### config.mk
export PLATFORM = sky130hd
export DESIGN_NAME = muldiv_ctrl
export DESIGN_NICKNAME = d
export VERILOG_FILES = /design/src/rtl/muldiv_ctrl.sv
export SDC_FILE = /design/constraint.sdc
export NUM_CORES = 1
export LEC_CHECK = 0
export CAP_MARGIN = 20
export CORE_MARGIN = 5
export CORE_UTILIZATION = 35
export CTS_BUF_LIST = sky130_fd_sc_hd__clkbuf_4
export DETAILED_ROUTE_END_ITERATION = 8
export PLACE_DENSITY = 0.79
export REMOVE_ABC_BUFFERS = 1
export SLEW_MARGIN = 10
export SYNTH_ARGS = -nofsm -noshare
export SYNTH_HDL_FRONTEND = slang
export SYNTH_SLANG_ARGS = --single-unit
### constraint.sdc
create_clock -name clk -period 1.5 [get_ports clk]
set_input_delay 0.45 -clock clk [delete_from_list [all_inputs] [get_ports clk]]
set_output_delay 0.45 -clock clk [all_outputs]
set_load 0.05 [all_outputs]
### src/rtl/muldiv_ctrl.sv
// Sequencer for the multi-cycle multiplier/divider: operand capture, start pulse, latency count, HI/LO commit.
// Optional build macro DIV_ZERO_TRAP_EN: a divide with srcB == 0 is trapped in IDLE and flagged on divZero.
module muldiv_ctrl #(
    parameter int unsigned N           = 32,
    parameter int unsigned MULT_CYCLES = 32,
    parameter int unsigned DIV_CYCLES  = 32
) (
    input  logic         clk,
    input  logic         reset,
    input  logic [N-1:0] srcA,
    input  logic [N-1:0] srcB,
    input  logic         multOp,
    input  logic         divOp,
    input  logic         hiRead,
    input  logic         loRead,
    input  logic         mthi,
    input  logic         mtlo,
    input  logic [N-1:0] writeData,
    input  logic [N-1:0] multHi,
    input  logic [N-1:0] multLo,
    input  logic [N-1:0] divHi,
    input  logic [N-1:0] divLo,
    output logic [N-1:0] opA,
    output logic [N-1:0] opB,
    output logic         multCtrl,
    output logic         divCtrl,
    output logic [N-1:0] hi,
    output logic [N-1:0] lo,
    output logic         busy,
    output logic         stall,
    output logic         done,
    output logic         divZero
);

    localparam int unsigned MAX_CYCLES = (MULT_CYCLES > DIV_CYCLES) ? MULT_CYCLES : DIV_CYCLES;
    localparam int unsigned CNT_W      = (MAX_CYCLES > 2) ? $clog2(MAX_CYCLES) : 1;

    localparam logic [2:0] IDLE   = 3'd0;
    localparam logic [2:0] MSTART = 3'd1;
    localparam logic [2:0] MRUN   = 3'd2;
    localparam logic [2:0] DSTART = 3'd3;
    localparam logic [2:0] DRUN   = 3'd4;
    localparam logic [2:0] COMMIT = 3'd5;

    logic [2:0]       state;
    logic [2:0]       state_nxt;
    logic [CNT_W-1:0] cnt;
    logic [CNT_W-1:0] cnt_nxt;
    logic             op_div;
    logic             op_div_nxt;
    logic [N-1:0]     hi_nxt;
    logic [N-1:0]     lo_nxt;
    logic [N-1:0]     opA_nxt;
    logic [N-1:0]     opB_nxt;
    logic             done_nxt;
    logic             trap_c;

`ifdef DIV_ZERO_TRAP_EN
    logic zero_nxt;

    assign trap_c   = (srcB == '0);
    assign zero_nxt = (state == IDLE) && !multOp && divOp && trap_c;

    // Trap flag pulses in the cycle after a trapped divide is accepted
    always_ff @(posedge clk) begin
        if (reset) begin
            divZero <= 1'b0;
        end else begin
            divZero <= zero_nxt;
        end
    end
`else
    assign trap_c  = 1'b0;
    assign divZero = 1'b0;
`endif

    assign busy     = (state != IDLE);
    assign stall    = busy && (hiRead || loRead || multOp || divOp || mthi || mtlo);
    assign multCtrl = (state == MSTART);
    assign divCtrl  = (state == DSTART);

    // Next-state, counter and HI/LO update
    always_comb begin
        state_nxt  = state;
        cnt_nxt    = cnt;
        op_div_nxt = op_div;
        hi_nxt     = hi;
        lo_nxt     = lo;
        opA_nxt    = opA;
        opB_nxt    = opB;
        done_nxt   = 1'b0;
        case (state)
            IDLE: begin
                if (mthi) hi_nxt = writeData;
                if (mtlo) lo_nxt = writeData;
                if (multOp) begin
                    opA_nxt   = srcA;
                    opB_nxt   = srcB;
                    state_nxt = MSTART;
                end else if (divOp) begin
                    opA_nxt = srcA;
                    opB_nxt = srcB;
                    if (trap_c) begin
                        done_nxt = 1'b1;
                    end else begin
                        state_nxt = DSTART;
                    end
                end
            end
            MSTART: begin
                cnt_nxt   = CNT_W'(MULT_CYCLES - 1);
                state_nxt = MRUN;
            end
            DSTART: begin
                cnt_nxt   = CNT_W'(DIV_CYCLES - 1);
                state_nxt = DRUN;
            end
            MRUN, DRUN: begin
                if (cnt == '0) begin
                    op_div_nxt = (state == DRUN);
                    state_nxt  = COMMIT;
                end else begin
                    cnt_nxt = cnt - CNT_W'(1);
                end
            end
            COMMIT: begin
                hi_nxt    = op_div ? divHi : multHi;
                lo_nxt    = op_div ? divLo : multLo;
                done_nxt  = 1'b1;
                state_nxt = IDLE;
            end
            default: begin
                state_nxt = IDLE;
            end
        endcase
    end

    // Reset mid-operation drops the op without a commit
    always_ff @(posedge clk) begin
        if (reset) begin
            state  <= IDLE;
            cnt    <= '0;
            op_div <= 1'b0;
            hi     <= '0;
            lo     <= '0;
            opA    <= '0;
            opB    <= '0;
            done   <= 1'b0;
        end else begin
            state  <= state_nxt;
            cnt    <= cnt_nxt;
            op_div <= op_div_nxt;
            hi     <= hi_nxt;
            lo     <= lo_nxt;
            opA    <= opA_nxt;
            opB    <= opB_nxt;
            done   <= done_nxt;
        end
    end

endmodule
==> out/qor.txt <==
Status - complete, but fails checks
Failing checks - setup timing
Worst Path Required - 1960 ps
Final Hold Vio Count - 0
Fmax achieved - 476.5 MHz
CORE AREA - 17,300 sq um
Complex-gate fraction of the synthesized area - 0.2212
TritonCTS Buffers - 17
Drt pass-1 iters - 8
Die width - 142.5 um
Total number of vias - 8,414
Post-route minimum period - 2099 ps
Area growth syn-to-layout - 135.6%
Nets - 1,479
# rows - 48
DP HPWL - 19,920 um
RD Place Congestion - 0.8175
Max VDD drop - 1169 uV
Register area share after synthesis - 0.4493
Yosys top cell by area - dfxtp_1
Cts hold-fix bufs - 0
Distinct cell type count of the synthesized netlist - 41
Final core utilization - 0.8373
Register share of total power - 0.247
Min-Delay Path Class - primary input to flop
Synthesized instance count - 742
Register bit count reported by yosys - 138
Min setup slack post-route - -598.8 ps
First-pass GRT wire length - 46,420 um
Area share of the largest cell type after synthesis - 0.4493
Largest net degree at the start of global routing - 45
Crit path cell chain - buf_6 -> buf_6 -> and2_4 -> o21bai_4 -> buf_12 -> buf_12 -> buf_12 -> buf_16 -> nand2_2 -> a21oi_2
Post-Syn Area - 6148 sq um
P_leak - 5.628 nW
Worst path slowest cell - dfxtp_4
Period utilisation layout - 1.399
Worst skew pair latency - 560 ps
Port Buf Inserts - 364
Commonest non-fill, non-tap cell in the layout - clkdlybuf4s50_1
Clock Power Share - 0.132
TritonCTS clock tree - built
Sw power - 9.428 mW
Internal - 13.03 mW
Power Total - 22.46 mW
Die Area - 20,320 sq um
Clock-pin slew on the worst setup and hold paths - 160 ps
Syn_area_per_cell - 8.286 sq um
Startpoint types - flop
Worst Clk Skew - 31.92 ps
Remaining DRCs - 0
Share of cells above drive strength 1 - 0.4956
Via/cell ratio - 5.658
Congestion Overflow GR - 0
Max-Cap Viols - 0
WL/cell - 25.20 um
Fin cells - 1,487
Effective utilization at floorplan - 0.3555
Switching share of power - 0.4197
CP max FO - 5
Simple-gate portion of the synthesized area - 0.1681
CP Class - flop to flop
Combinational power share - 0.621
Synth top area cells - dfxtp_1 45%, nand2_1 12%, a21oi_1 11%
Critical Path Most Common Cell - buf_12
Arrival time worst endpoint - 2560 ps
Commonest non-fill, non-tap cells in the layout - 230 x clkdlybuf4s50_1, 169 x nand2_1, 154 x buf_12
Dpl cells - 1,340
Fillers - 791
Htree depth - 4
Chip height - 142.5 um
Vias in the first global route - 8,385
Clk buf depth - 2
Num Clock Sinks - 138
Setup WS pre-CTS - -551.2 ps
RSZ-0062 raised after global routing - true
Synth Area in XOR/XNOR - 0.001425
Final ANT Viol Nets - 0
Final WL - 37,480 um
Max Slew Vio Count - 0
Antenna violations before repair - 4
Crit end category - flop
Multiplexer area fraction after synthesis - 0.1042
Largest family of logic cells by synthesized area - compound AO/OA/AOI/OAI gates
1st-iter DRT viols - 604
Setup Viol. Count Final - 193
CP max stage delay - 390 ps
Io pins - 366
Syn. warnings - 0
Synth Area in Adders - 0.002035
Power Density - 1551 nW/um^2
GRT Total Usage - 0.2953
Clock root buffer - clkbuf_4
[kinds of logic (layout without fill, tap and decap cells)]
group | after synthesis | in the layout
other | 1 | 4
flip-flops | 138 | 138
buffers and inverters | 69 | 585
XOR/XNOR | 1 | 1
AND/OR/NAND/NOR | 254 | 254
AO/OA/AOI/OAI | 214 | 215
multiplexers | 64 | 64
adder cells (fa/ha/maj) | 1 | 1
[path summary, 6_finish.rpt]
check	end	cells after the start	startpoint	slack (ps)
setup / recovery	hi[17]	10	state[2]	-600
hold / removal	opA[27]	2	reset	330
setup reg to reg	hi[17]	10	state[2]	-600
hold reg to reg	opA[24]	2	opA[24]	490
[final cells by class]
class / count / area (sq um) / area share
multi-input cells: 536 / 3711 / 0.2562
well taps: 225 / 281.5 / 0.01944
diodes: 3 / 7.507 / 0.0005184
clock inverters: 14 / 193.9 / 0.01339
flip-flops and latches: 138 / 2999 / 0.2071
inverters: 5 / 21.27 / 0.001469
clock buffers: 18 / 135.1 / 0.009331
repair buffers: 548 / 7133 / 0.4925
[Yosys cell counts, drive strengths merged]
library cell and number:
or3b 1, a21oi 135, and2 1, a211o 65, o211ai 1, o21bai 3
nor3 5, xnor2 1, nor2b 2, clkbuf 27, and3 1, conb 1
ha 1, nor3b 3, nand3 1, nor2 42, nand2b 2, a211oi 2
a31o 1, a21o 1, a221oi 1, inv 5, a2111oi 1, mux2i 64
nor4 1, nand2 193, dfxtp 138, and3b 1, buf 37, a311oi 1
nor4b 1, o31ai 1, o21ai 2
[metrics by stage]
step / setup TNS (ps) / area, sq um / hold slack [ps]
2_1_floorplan: -202580 / 5841 / 460.6
3_3_place_gp: -46320 / 11810 / 478.2
3_5_place_dp: -50770 / 11810 / 484.0
4_1_cts: -22790 / 13540 / 295.6
5_1_grt: -41400 / 14480 / 287.1
6_report: -26260 / 14480 / 330.4
[routing by layer]
layer	part of all wire	track usage
met1	0.32	0.2895
met4	0.064	0.1581
met2	0.50	0.5270
met5	0.00035	0
met3	0.12	0.1237
[state kept, by name, indices dropped and copies added, names as in the netlist]
signal and cells:
hi 32, lo 32, opA 32, opB 32
cnt 5, state 3, done 1, op_div 1
[power groups by stage]
stage	clock network, mW	logic [mW]	registers [mW]
floorplan	0	2.48	7.33
global placement	0	10.1	5.29
detailed placement	0	10.2	5.35
CTS	2.90	12.1	5.43
global route	3.15	14.4	5.62
finish	2.97	13.9	5.55
[timing repair]
action,CTS,global route
pin swaps,60,75
setup endpoints to repair,216,260
resized for setup,239,153
buffers inserted,50,43
gates cloned,19,5
[worst max-delay path, delay by kind of cell (launching register included)]
family	cells	cell delay, ps
buffers and inverters	6	760
flip-flops	1	390
AO/OA/AOI/OAI	2	640
AND/OR/NAND/NOR	2	240
Power figures use the tool's default switching activity.
